## config.mk

```make
export PLATFORM = sky130hd
export DESIGN_NAME = vga_rd_scheduler
export DESIGN_NICKNAME = d
export VERILOG_FILES = /design/src/rtl/vga_rd_scheduler.sv
export SDC_FILE = /design/constraint.sdc
export NUM_CORES = 1
export LEC_CHECK = 0
export CAP_MARGIN = 20
export CORE_ASPECT_RATIO = 0.6
export CORE_MARGIN = 5
export CORE_UTILIZATION = 35
export DETAILED_ROUTE_END_ITERATION = 8
export DONT_BUFFER_PORTS = 1
export SETUP_SLACK_MARGIN = 0.15
export SYNTH_ARGS = -nofsm -noshare
export SYNTH_HDL_FRONTEND = slang
export SYNTH_SLANG_ARGS = --single-unit
```

## constraint.sdc

```tcl
create_clock -name vga_clk -period 4.56 [get_ports vga_clk]
set_input_delay 0.456 -clock vga_clk [delete_from_list [all_inputs] [get_ports vga_clk]]
set_output_delay 0.456 -clock vga_clk [all_outputs]
set_load 0.1 [all_outputs]
```

## src/rtl/vga_rd_scheduler.sv

```systemverilog
// Issues DDR read bursts that refill the VGA display FIFO, walking one frame per frame_start.
// Optional write/read bank ping-pong is enabled with `define VGA_RD_PINGPONG_EN.
module vga_rd_scheduler #(
    parameter logic [27:0] BASE_ADDR0  = 28'h000_0000,
    parameter logic [27:0] BASE_ADDR1  = 28'h010_0000,
    parameter int unsigned FRAME_BYTES = 983040,
    parameter int unsigned BURST_LEN   = 256,
    parameter int unsigned FIFO_DEPTH  = 2048
) (
    input  logic        vga_clk,
    input  logic        rst,
    input  logic        frame_start,
    input  logic [11:0] fifo_wcnt,
    output logic        rd_req,
    output logic [27:0] rd_addr,
    output logic [9:0]  rd_len,
    input  logic        rd_ack,
    input  logic        rd_data_done,
    input  logic        wr_frame_done,
    output logic        fifo_flush,
    output logic        frame_done,
    output logic        busy
);

    localparam int unsigned ADDR_W = 28;
    localparam int unsigned OFF_W  = 28;
    localparam int unsigned WCNT_W = 12;
    localparam int unsigned LEN_W  = 10;

    localparam logic [OFF_W-1:0]  FRAME_END  = OFF_W'(FRAME_BYTES);
    localparam logic [OFF_W-1:0]  BURST_STEP = OFF_W'(BURST_LEN);
    localparam logic [WCNT_W-1:0] WCNT_LIMIT = WCNT_W'(FIFO_DEPTH - BURST_LEN);

    typedef enum logic [2:0] {
        IDLE,
        FLUSH,
        CHECK,
        REQ,
        WAIT_DONE
    } state_t;

    state_t              state, state_nxt;
    logic [OFF_W-1:0]    off, off_nxt;
    logic                pending, pending_nxt;
    logic [ADDR_W-1:0]   addr_nxt;
    logic                frame_done_nxt;
    logic [ADDR_W-1:0]   base;

    assign rd_len = LEN_W'(BURST_LEN);

`ifdef VGA_RD_PINGPONG_EN
    logic bank, bank_nxt;
    logic ready, ready_nxt;

    // A stored write frame is picked up only at a FLUSH; a notice arriving during FLUSH waits for the next one
    always_comb begin
        bank_nxt  = bank;
        ready_nxt = ready;
        if (state == FLUSH && ready) begin
            bank_nxt  = ~bank;
            ready_nxt = 1'b0;
        end
        if (wr_frame_done) begin
            ready_nxt = 1'b1;
        end
    end

    always_ff @(posedge vga_clk or posedge rst) begin
        if (rst) begin
            bank  <= 1'b0;
            ready <= 1'b0;
        end else begin
            bank  <= bank_nxt;
            ready <= ready_nxt;
        end
    end
`else
    logic bank;
    logic unused_wr_frame_done;

    assign bank                 = 1'b0;
    assign unused_wr_frame_done = wr_frame_done;
`endif

    assign base = bank ? BASE_ADDR1 : BASE_ADDR0;

    // Next-state and next-value logic; outputs are registered from the next state
    always_comb begin
        state_nxt      = state;
        off_nxt        = off;
        pending_nxt    = pending;
        addr_nxt       = rd_addr;
        frame_done_nxt = 1'b0;
        case (state)
            IDLE: begin
                if (frame_start) begin
                    state_nxt = FLUSH;
                end
            end
            FLUSH: begin
                off_nxt     = '0;
                pending_nxt = 1'b0;
                state_nxt   = CHECK;
            end
            CHECK: begin
                if (frame_start) begin
                    state_nxt = FLUSH;
                end else if (off == FRAME_END) begin
                    frame_done_nxt = 1'b1;
                    state_nxt      = IDLE;
                end else if (off < FRAME_END && fifo_wcnt <= WCNT_LIMIT) begin
                    addr_nxt  = base + off;
                    state_nxt = REQ;
                end
            end
            REQ: begin
                if (frame_start) begin
                    pending_nxt = 1'b1;
                end
                if (rd_ack) begin
                    state_nxt = WAIT_DONE;
                end
            end
            WAIT_DONE: begin
                if (rd_data_done) begin
                    off_nxt     = off + BURST_STEP;
                    pending_nxt = 1'b0;
                    state_nxt   = (pending || frame_start) ? FLUSH : CHECK;
                end else if (frame_start) begin
                    pending_nxt = 1'b1;
                end
            end
            default: begin
                state_nxt = IDLE;
            end
        endcase
    end

    // State and registered outputs
    always_ff @(posedge vga_clk or posedge rst) begin
        if (rst) begin
            state      <= IDLE;
            off        <= '0;
            pending    <= 1'b0;
            rd_req     <= 1'b0;
            rd_addr    <= '0;
            fifo_flush <= 1'b0;
            frame_done <= 1'b0;
            busy       <= 1'b0;
        end else begin
            state      <= state_nxt;
            off        <= off_nxt;
            pending    <= pending_nxt;
            rd_req     <= (state_nxt == REQ);
            rd_addr    <= addr_nxt;
            fifo_flush <= (state_nxt == FLUSH);
            frame_done <= frame_done_nxt;
            busy       <= (state_nxt != IDLE);
        end
    end

endmodule

```

==> results of run 1 <==
## critical path, cell delays in order, from the launching register on
cell,delay [ns]
dfrtp_1,0.44
or4_1,0.58
or4_4,0.53
nor3_4,0.67
mux2_2,0.41
## cell families after synthesis
group                    Yosys count  synth area share
XOR/XNOR                           7           0.02496
AO/OA/AOI/OAI                     44            0.1187
AND/OR/NAND/NOR                   87            0.2119
adder cells (fa/ha/maj)            2           0.01019
other                              2          0.003058
multiplexers                      13           0.05960
buffers and inverters             33           0.08253
flip-flops                        48            0.4890
## layer usage
| layer | routed length, um | global-route usage |
|---|---|---|
| met1 | 2640 | 0.1802 |
| met5 | 0 | 0 |
| met4 | 56 | 0.03435 |
| met2 | 1965 | 0.1458 |
| met3 | 373 | 0.05255 |
## power by group through the flow
stage | clock [mW] | sequential, mW | combinational, mW
after floorplan | 0 | 0.745 | 0.291
final | 0.431 | 0.777 | 0.303
after CTS | 0.446 | 0.776 | 0.301
after detailed placement | 0 | 0.785 | 0.298
after global routing | 0.468 | 0.789 | 0.336
after global placement | 0 | 0.784 | 0.292
## area by class of cell
cell class                 count  area (um^2)  area share
sequential                    48         1201      0.4509
timing repair buffer           3        37.54     0.01409
clock inverter                 2        38.79     0.01456
inverter                       7        26.28    0.009864
multi-input combinational    171         1112      0.4176
tap                           87        108.9     0.04086
clock buffer                   6        138.9     0.05214
## final timing paths
kind	endpoint	slack (ns)	cells after the start
hold reg to reg	off[27]$_DFFE_PP0P_	0.56	2
setup reg to reg	rd_addr[12]$_DFFE_PP0P_	1.80	4
max in group asynchronous	rd_addr[18]$_DFFE_PP0P_	3.58	3
min in group asynchronous	rd_addr[26]$_DFFE_PP0P_	0.52	2
setup / recovery	rd_addr[12]$_DFFE_PP0P_	1.80	4
hold / removal	pending$_DFFE_PP0P_	0.34	2
## stage by stage
stage	cell area, um^2	setup WS [ns]	std cells	utilization	hold slack, ns
floorplan	2516	2.345	252	-	0.5126
global placement	2456	1.814	314	0.3647	0.5285
detailed placement	2456	1.770	314	0.3647	0.5560
CTS	2634	1.769	322	0.3911	0.3076
global route	2664	1.670	324	0.3956	0.3300
finish	2664	1.805	324	0.3956	0.3364
## cells in the final DEF, fill, tap and decap left out, drive strengths merged, types with 2 or more instances in the layout
cell and count:
dfrtp 48, conb 18, a21oi 16, nor2 15, mux2 13, nand2 12, nor2b 10, or3 9
o21ai 8, or4 8, inv 7, xnor2 6, nand3 6, clkbuf 6, a211oi 4, o31ai 4
nand3b 3, nand4 3, and2b 3, or2 2, a22o 2, a32o 2, nand2b 2, nor4bb 2
a221oi 2, nor4 2, a2111o 2, and3 2, ha 2, nor3 2, buf 2
## state kept, by name (all words and copies together), names as in the netlist
name,cells
busy,1
fifo_flush,1
frame_done,1
off,20
pending,1
rd_addr,20
rd_req,1
state,3
## timing repair
item	CTS	global route
hold endpoints to repair	0	7
hold buffers	0	1
buffers inserted	0	0
==> impl_metrics.json, run 1 <==
{
  "netlist-cell-type-count": 45,
  "dr.pass1.iters": 4,
  "synth_common_cells": "dfrtp_1, buf_4, a21oi_1, nor2_1, mux2_2",
  "ys_ff_latch": 48,
  "h-tree-depth": 2,
  "cap_violations": 0,
  "start_util": 0.3647,
  "synth_edf_count": 0,
  "slew_headroom": 0.3857,
  "numCtsBuffers": 5,
  "synth_top_cell_area_share": 0.4890,
  "power.leakage_nw": 1.174,
  "timing.rr.start": "off[20]$_DFFE_PP0P_",
  "crit_fanout": 20,
  "clkTransAtPathRegs_ns": 0.07,
  "boundaryPins": 60,
  "synth.area.top_cells": "dfrtp_1, mux2_2, buf_4",
  "tightest_slew_ns": 0.9215,
  "p_seq_frac": 0.514,
  "min_period_ns": 2.755,
  "ys.flop_type": "dfrtp_1",
  "end_kind": "flip-flop",
  "io_buffer_count": 0,
  "fmax_mhz": 363.0,
  "routed_wl_um": 5036,
  "clk_root_buffer_cell": "clkbuf_16",
  "crit_type": "reg2reg",
  "antenna_found_initial": 0,
  "overflow": 0,
  "clk_latency_ns": 0.29,
  "min_period_over_period": 0.6042,
  "post_drt_wl_per_cell_um": 15.54,
  "critPathLaunch": "off[20]$_DFFE_PP0P_",
  "setup_viol": 0,
  "startpoint_type": "flip-flop",
  "pwr-share-clk": 0.285,
  "required_ns": 4.73,
  "cp_data_arrival_time_ns": 2.93,
  "cts_sinks": 48,
  "die-area_mm2": 0.008848,
  "drcViolationCount": 0,
  "grt_max_degree": 49,
  "fillers": 678,
  "clock_skew_ns": 0.007895,
  "cts_resized": 0,
  "gp_congestion": 0.7723,
  "antennaDiodeCount": 0,
  "dp_hpwl_um": 3577,
  "grt_usage": 0.1182,
  "cts_buffer_depth": 2,
  "first_iter_violations": 98,
  "ant_nets": 0,
  "internal-power_uw": 852.8,
  "status": "finished, final reports clean",
  "p_total_mw": 1.511,
  "die_x_um": 118.1,
  "p_switching_uw": 658.3,
  "combPwrFrac": 0.201,
  "min_path_type": "in2reg",
  "core_mm2": 0.006734,
  "vias": 1659,
  "die_y_um": 74.89,
  "rows": 23,
  "ys_warn_count": 0,
  "p_per_area_mw_per_mm2": 567.3,
  "avgSynthCellArea_um2": 10.41,
  "routed_via_density": 5.120,
  "yosysTopAreaCell": "dfrtp_1",
  "grt_pass1_wl_um": 8300,
  "tns_ns": 0,
  "min_from": "frame_start",
  "syn-cell-area_mm2": 0.002456,
  "hold_violations": 0,
  "synth_async_sr_flop_share": 1.000,
  "rsz0062_at_grt": "no",
  "switching_share": 0.4357,
  "grt_pass1_vias": 1549,
  "yosysSeqAreaShare": 0.4890,
  "synthMostInstantiatedCell": "dfrtp_1",
  "slew_viol_final": 0,
  "area_growth_pct": 8.456,
  "ir_drop_mv": 0.4131,
  "num-nets-final": 256,
  "syn_inst": 236,
  "cts_tree": "built",
  "final_layout_size_suffix_gt1_frac": 0.1266
}
No activity file was read; power rests on OpenSTA's default activity.
==> inputs of run 2 (changes only) <==
==> constraint.sdc (replaced) <==
create_clock -name vga_clk -period 2.33 [get_ports vga_clk]
set_input_delay 0.233 -clock vga_clk [delete_from_list [all_inputs] [get_ports vga_clk]]
set_output_delay 0.233 -clock vga_clk [all_outputs]
set_load 0.1 [all_outputs]
==> impl_metrics.json, run 2 (same netlist as run 1, synthesis figures left out) <==
{
  "p_total_mw": 2.946,
  "grt_pass1_vias": 1710,
  "ant_nets": 0,
  "routed_wl_um": 5070,
  "clkTransAtPathRegs_ns": 0.06,
  "p_per_area_mw_per_mm2": 1034,
  "die_x_um": 118.1,
  "place_ws_ns": 0.02049,
  "die_y_um": 74.89,
  "dp_hpwl_um": 3828,
  "grt_pass1_wl_um": 8666,
  "hold_violations": 0,
  "slew_viol_final": 0,
  "clk_latency_ns": 0.28,
  "fillers": 664,
  "vias": 1762,
  "die-area_mm2": 0.008848,
  "final_cell_mix": "dfrtp_1, buf_4, conb_1",
  "dr.pass1.iters": 4,
  "numCtsBuffers": 5,
  "tightest_slew_ns": 0.9246,
  "fin_ws_ns": 0.03993,
  "design_area_mm2": 0.002850,
  "io_buffer_count": 0,
  "grt_usage": 0.1235,
  "required_ns": 2.50,
  "cp_data_arrival_time_ns": 2.46,
  "h-tree-depth": 2,
  "cap_violations": 0,
  "start_util": 0.3647,
  "startpoint_type": "flip-flop",
  "tns_ns": 0,
  "place_area_mm2": 0.002679,
  "routed_via_density": 5.049,
  "boundaryPins": 60,
  "rsz0062_at_grt": "yes",
  "power.leakage_nw": 1.288,
  "reg_top3": "off (20), rd_addr (20), state (3)",
  "gp_congestion": 0.7908,
  "grt_max_degree": 27,
  "cts_tree": "built",
  "final_cells": 349,
  "min_period_over_period": 0.9829,
  "whs_ns": 0.1218,
  "post_drt_wl_per_cell_um": 14.53,
  "cts_buffer_depth": 2,
  "fmax_mhz": 436.7,
  "setup_viol": 0,
  "drcViolationCount": 0,
  "rows": 23,
  "clock_skew_ns": 0.004442,
  "clk_root_buffer_cell": "clkbuf_16",
  "min_path_type": "in2reg",
  "fin_util": 0.4233,
  "placedCellCount": 340,
  "end_kind": "flip-flop",
  "final_layout_size_suffix_gt1_frac": 0.2176,
  "antennaDiodeCount": 0,
  "core_mm2": 0.006734,
  "slew_headroom": 0.3836,
  "crit_type": "reg2reg",
  "overflow": 0,
  "status": "finished, final reports clean",
  "min_period_ns": 2.290,
  "cts_sinks": 48,
  "final_common_cell": "dfrtp_1",
  "num-nets-final": 281,
  "ir_drop_mv": 0.8009,
  "area_growth_pct": 16.05,
  "first_iter_violations": 138,
  "crit_fanout": 20,
  "antenna_found_initial": 0
}
[run 2: changes by cell type in the layout (fill, tap and decap cells not counted)]
cell / change
or4_1: -2
or4_4: +2
mux2_4: +4
clkinv_4: -1
buf_4: +25
clkinvlp_4: +2
mux2_2: -4
bufinv_16: -1
[run 2: critical path, stage by stage (launching register included)]
cell,delay [ns]
dfrtp_1,0.39
or4_4,0.55
or4_4,0.52
nor3_4,0.17
buf_12,0.19
mux2_2,0.34
[run 2: cell type report]
| cell class | instances | area, um^2 | share of cell area |
|---|---|---|---|
| clock buffers | 6 | 138.9 | 0.04873 |
| clock inverters | 2 | 15.01 | 0.005268 |
| inverters | 7 | 26.28 | 0.009219 |
| multi-input cells | 171 | 1135 | 0.3982 |
| flip-flops and latches | 48 | 1201 | 0.4214 |
| well taps | 87 | 108.9 | 0.03819 |
| repair buffers | 28 | 225.2 | 0.07902 |
[run 2: timing repair]
action,4_1_cts,5_1_grt
setup endpoints to repair,12,15
hold buffers,1,0
gates resized for setup,1,1
hold endpoints to repair,22,0
buffers inserted,0,0
[run 2: layer usage]
layer | up-vias | wire, um | track usage | share of wire
met5 | - | 0 | 0 | 0
met2 | 34 | 2058 | 0.1676 | 0.41
met1 | 864 | 2606 | 0.1812 | 0.51
li1 | 862 | - | - | -
met4 | 0 | 23 | 0.03817 | 0.0045
met3 | 2 | 382 | 0.04655 | 0.075
[run 2: where the power goes]
part	internal [mW]	switching, mW	total [mW]
sequential	0.926	0.525	1.45
clock	0.427	0.299	0.726
combinational	0.300	0.469	0.768
total	1.65	1.29	2.95
[run 2: path summary, 6_finish.rpt]
check | startpoint | end | slack (ns) | cells past startpoint
worst max register to register | off[27]$_DFFE_PP0P_ | rd_addr[18]$_DFFE_PP0P_ | 0.04 | 5
worst min register to register | rd_addr[24]$_DFFE_PP0P_ | rd_addr[24]$_DFFE_PP0P_ | 0.49 | 1
worst min-delay path | frame_start | pending$_DFFE_PP0P_ | 0.12 | 2
max in group asynchronous | rst | rd_addr[16]$_DFFE_PP0P_ | 1.21 | 3
worst max-delay path | off[27]$_DFFE_PP0P_ | rd_addr[18]$_DFFE_PP0P_ | 0.04 | 5
min in group asynchronous | rst | off[9]$_DFFE_PP0P_ | 0.42 | 2
==> inputs of run 3 (changes only) <==
--- a/config.mk
+++ b/config.mk
@@ -7,10 +7,10 @@
 export LEC_CHECK = 0
 export CAP_MARGIN = 20
 export CORE_ASPECT_RATIO = 0.6
-export CORE_MARGIN = 5
 export CORE_UTILIZATION = 35
 export DETAILED_ROUTE_END_ITERATION = 8
 export DONT_BUFFER_PORTS = 1
+export GPL_TIMING_DRIVEN = 0
 export SETUP_SLACK_MARGIN = 0.15
 export SYNTH_ARGS = -nofsm -noshare
 export SYNTH_HDL_FRONTEND = slang
==> impl_metrics.json, run 3 (same netlist as run 1, synthesis figures left out) <==
{
  "status": "finished, final reports clean",
  "setup_viol": 0,
  "end_kind": "flip-flop",
  "dr.pass1.iters": 4,
  "cts_tree": "built",
  "num-nets-final": 289,
  "fillers": 660,
  "hold_violations": 0,
  "antenna_found_initial": 0,
  "cap_violations": 0,
  "fin_ws_ns": 0.02799,
  "io_buffer_count": 0,
  "ir_drop_mv": 0.9198,
  "clock_skew_ns": 0.007572,
  "place_ws_ns": -0.03400,
  "multi_input_area_mm2": 0.001157,
  "post_drt_wl_per_cell_um": 14.38,
  "die_y_um": 66.89,
  "grt_pass1_vias": 1657,
  "crit_fanout": 10,
  "die-area_mm2": 0.007368,
  "numCtsBuffers": 5,
  "min_path_type": "in2reg",
  "final_cell_mix": "dfrtp_1, buf_4, conb_1",
  "rows": 23,
  "fmax_mhz": 434.4,
  "required_ns": 2.51,
  "slew_viol_final": 0,
  "clk_root_buffer_cell": "clkbuf_16",
  "final_layout_size_suffix_gt1_frac": 0.2370,
  "min_period_over_period": 0.9880,
  "overflow": 0,
  "tightest_slew_ns": 0.9270,
  "clk_latency_ns": 0.29,
  "drcViolationCount": 0,
  "cts_buffer_depth": 2,
  "final_common_cell": "dfrtp_1",
  "whs_ns": 0.1173,
  "h-tree-depth": 2,
  "first_iter_violations": 95,
  "grt_pass1_wl_um": 8259,
  "timing.rr.start": "off[23]$_DFFE_PP0P_",
  "startpoint_type": "flip-flop",
  "start_util": 0.3647,
  "cts_sinks": 48,
  "area_growth_pct": 19.92,
  "grt_usage": 0.1532,
  "min_period_ns": 2.302,
  "crit_type": "reg2reg",
  "grt_max_degree": 33,
  "antennaDiodeCount": 0,
  "dp_hpwl_um": 3697,
  "min_path_cells": 2,
  "ant_nets": 0,
  "routed_wl_um": 5132,
  "clkTransAtPathRegs_ns": 0.07,
  "worstHoldEndpoint": "pending$_DFFE_PP0P_",
  "core_mm2": 0.006734,
  "min_from": "frame_start",
  "slew_headroom": 0.3820,
  "die_x_um": 110.1,
  "reg_top3": "off (20), rd_addr (20), state (3)",
  "ff_latch_area_mm2": 0.001201,
  "cp_data_arrival_time_ns": 2.48,
  "vias": 1768,
  "p_per_area_mw_per_mm2": 1026,
  "boundaryPins": 60,
  "rsz0062_at_grt": "yes",
  "routed_via_density": 4.952,
  "gp_congestion": 0.7903,
  "reg2regPathDepth": 5,
  "reg2reg_slack_ns": 0.03,
  "power.leakage_nw": 1.334,
  "r2r-end": "rd_addr[14]$_DFFE_PP0P_"
}
run 3: final cells by class:
cell class | instances | share of cell area
sequential | 48 | 0.4078
multi-input combinational | 171 | 0.3929
buffer | 26 | 0.06202
clock buffer | 5 | 0.04248
tap | 87 | 0.03696
timing repair buffer | 10 | 0.03441
clock inverter | 3 | 0.01444
inverter | 7 | 0.008921
run 3: how the worst max path moves through the flow:
stage	cells after the start	start	slack [ns]	endpoint
global placement	5	off[20]$_DFFE_PP0P_	-0.01	rd_addr[17]$_DFFE_PP0P_
detailed placement	5	off[20]$_DFFE_PP0P_	-0.03	rd_addr[14]$_DFFE_PP0P_
global route	5	off[23]$_DFFE_PP0P_	-0.04	rd_addr[19]$_DFFE_PP0P_
finish	5	off[23]$_DFFE_PP0P_	0.03	rd_addr[14]$_DFFE_PP0P_
CTS	5	off[23]$_DFFE_PP0P_	0.007	rd_addr[14]$_DFFE_PP0P_
floorplan	5	off[23]$_DFFE_PP0P_	0.12	rd_addr[8]$_DFFE_PP0P_
run 3: layer usage:
layer | up-vias | GRT usage | part of all wire | wire length (um)
met4 | 0 | 0.04441 | 0.0099 | 51
met5 | - | 0 | 0 | 0
met3 | 5 | 0.05284 | 0.073 | 373
met2 | 48 | 0.2031 | 0.40 | 2062
li1 | 875 | - | - | -
met1 | 840 | 0.2281 | 0.52 | 2644
run 3: critical path: stages, from the launching register on:
cell and delay (ns):
dfrtp_1 0.39, or4_4 0.53, or4_4 0.55, nor3_4 0.18, buf_6 0.19, mux2_2 0.35
run 3: where the power goes:
group,internal [mW],leakage [nW],switching [mW],total (mW)
clock network,0.504,0.0798,0.307,0.811
registers,0.926,0.659,0.546,1.47
logic,0.278,0.595,0.460,0.738
run 3: stage by stage:
stage	TNS [ns]	cells	utilization	total power [mW]	instance area, um^2
2_1_floorplan	0	252	-	2.039	2531
3_3_place_gp	-0.08243	339	0.3920	2.168	2640
3_5_place_dp	-0.2012	340	0.3950	2.182	2660
4_1_cts	0	356	0.4329	3.040	2915
5_1_grt	-0.1919	357	0.4374	3.176	2945
6_report	0	357	0.4374	3.022	2945
run 3: repair_timing:
action / 4_1_cts / 5_1_grt
gates resized for setup: 7 / 9
cloned: 0 / 0
hold buffers: 1 / 0
setup endpoints to repair: 27 / 30
endpoints found under the hold margin: 16 / 0
setup buffers: 7 / 1
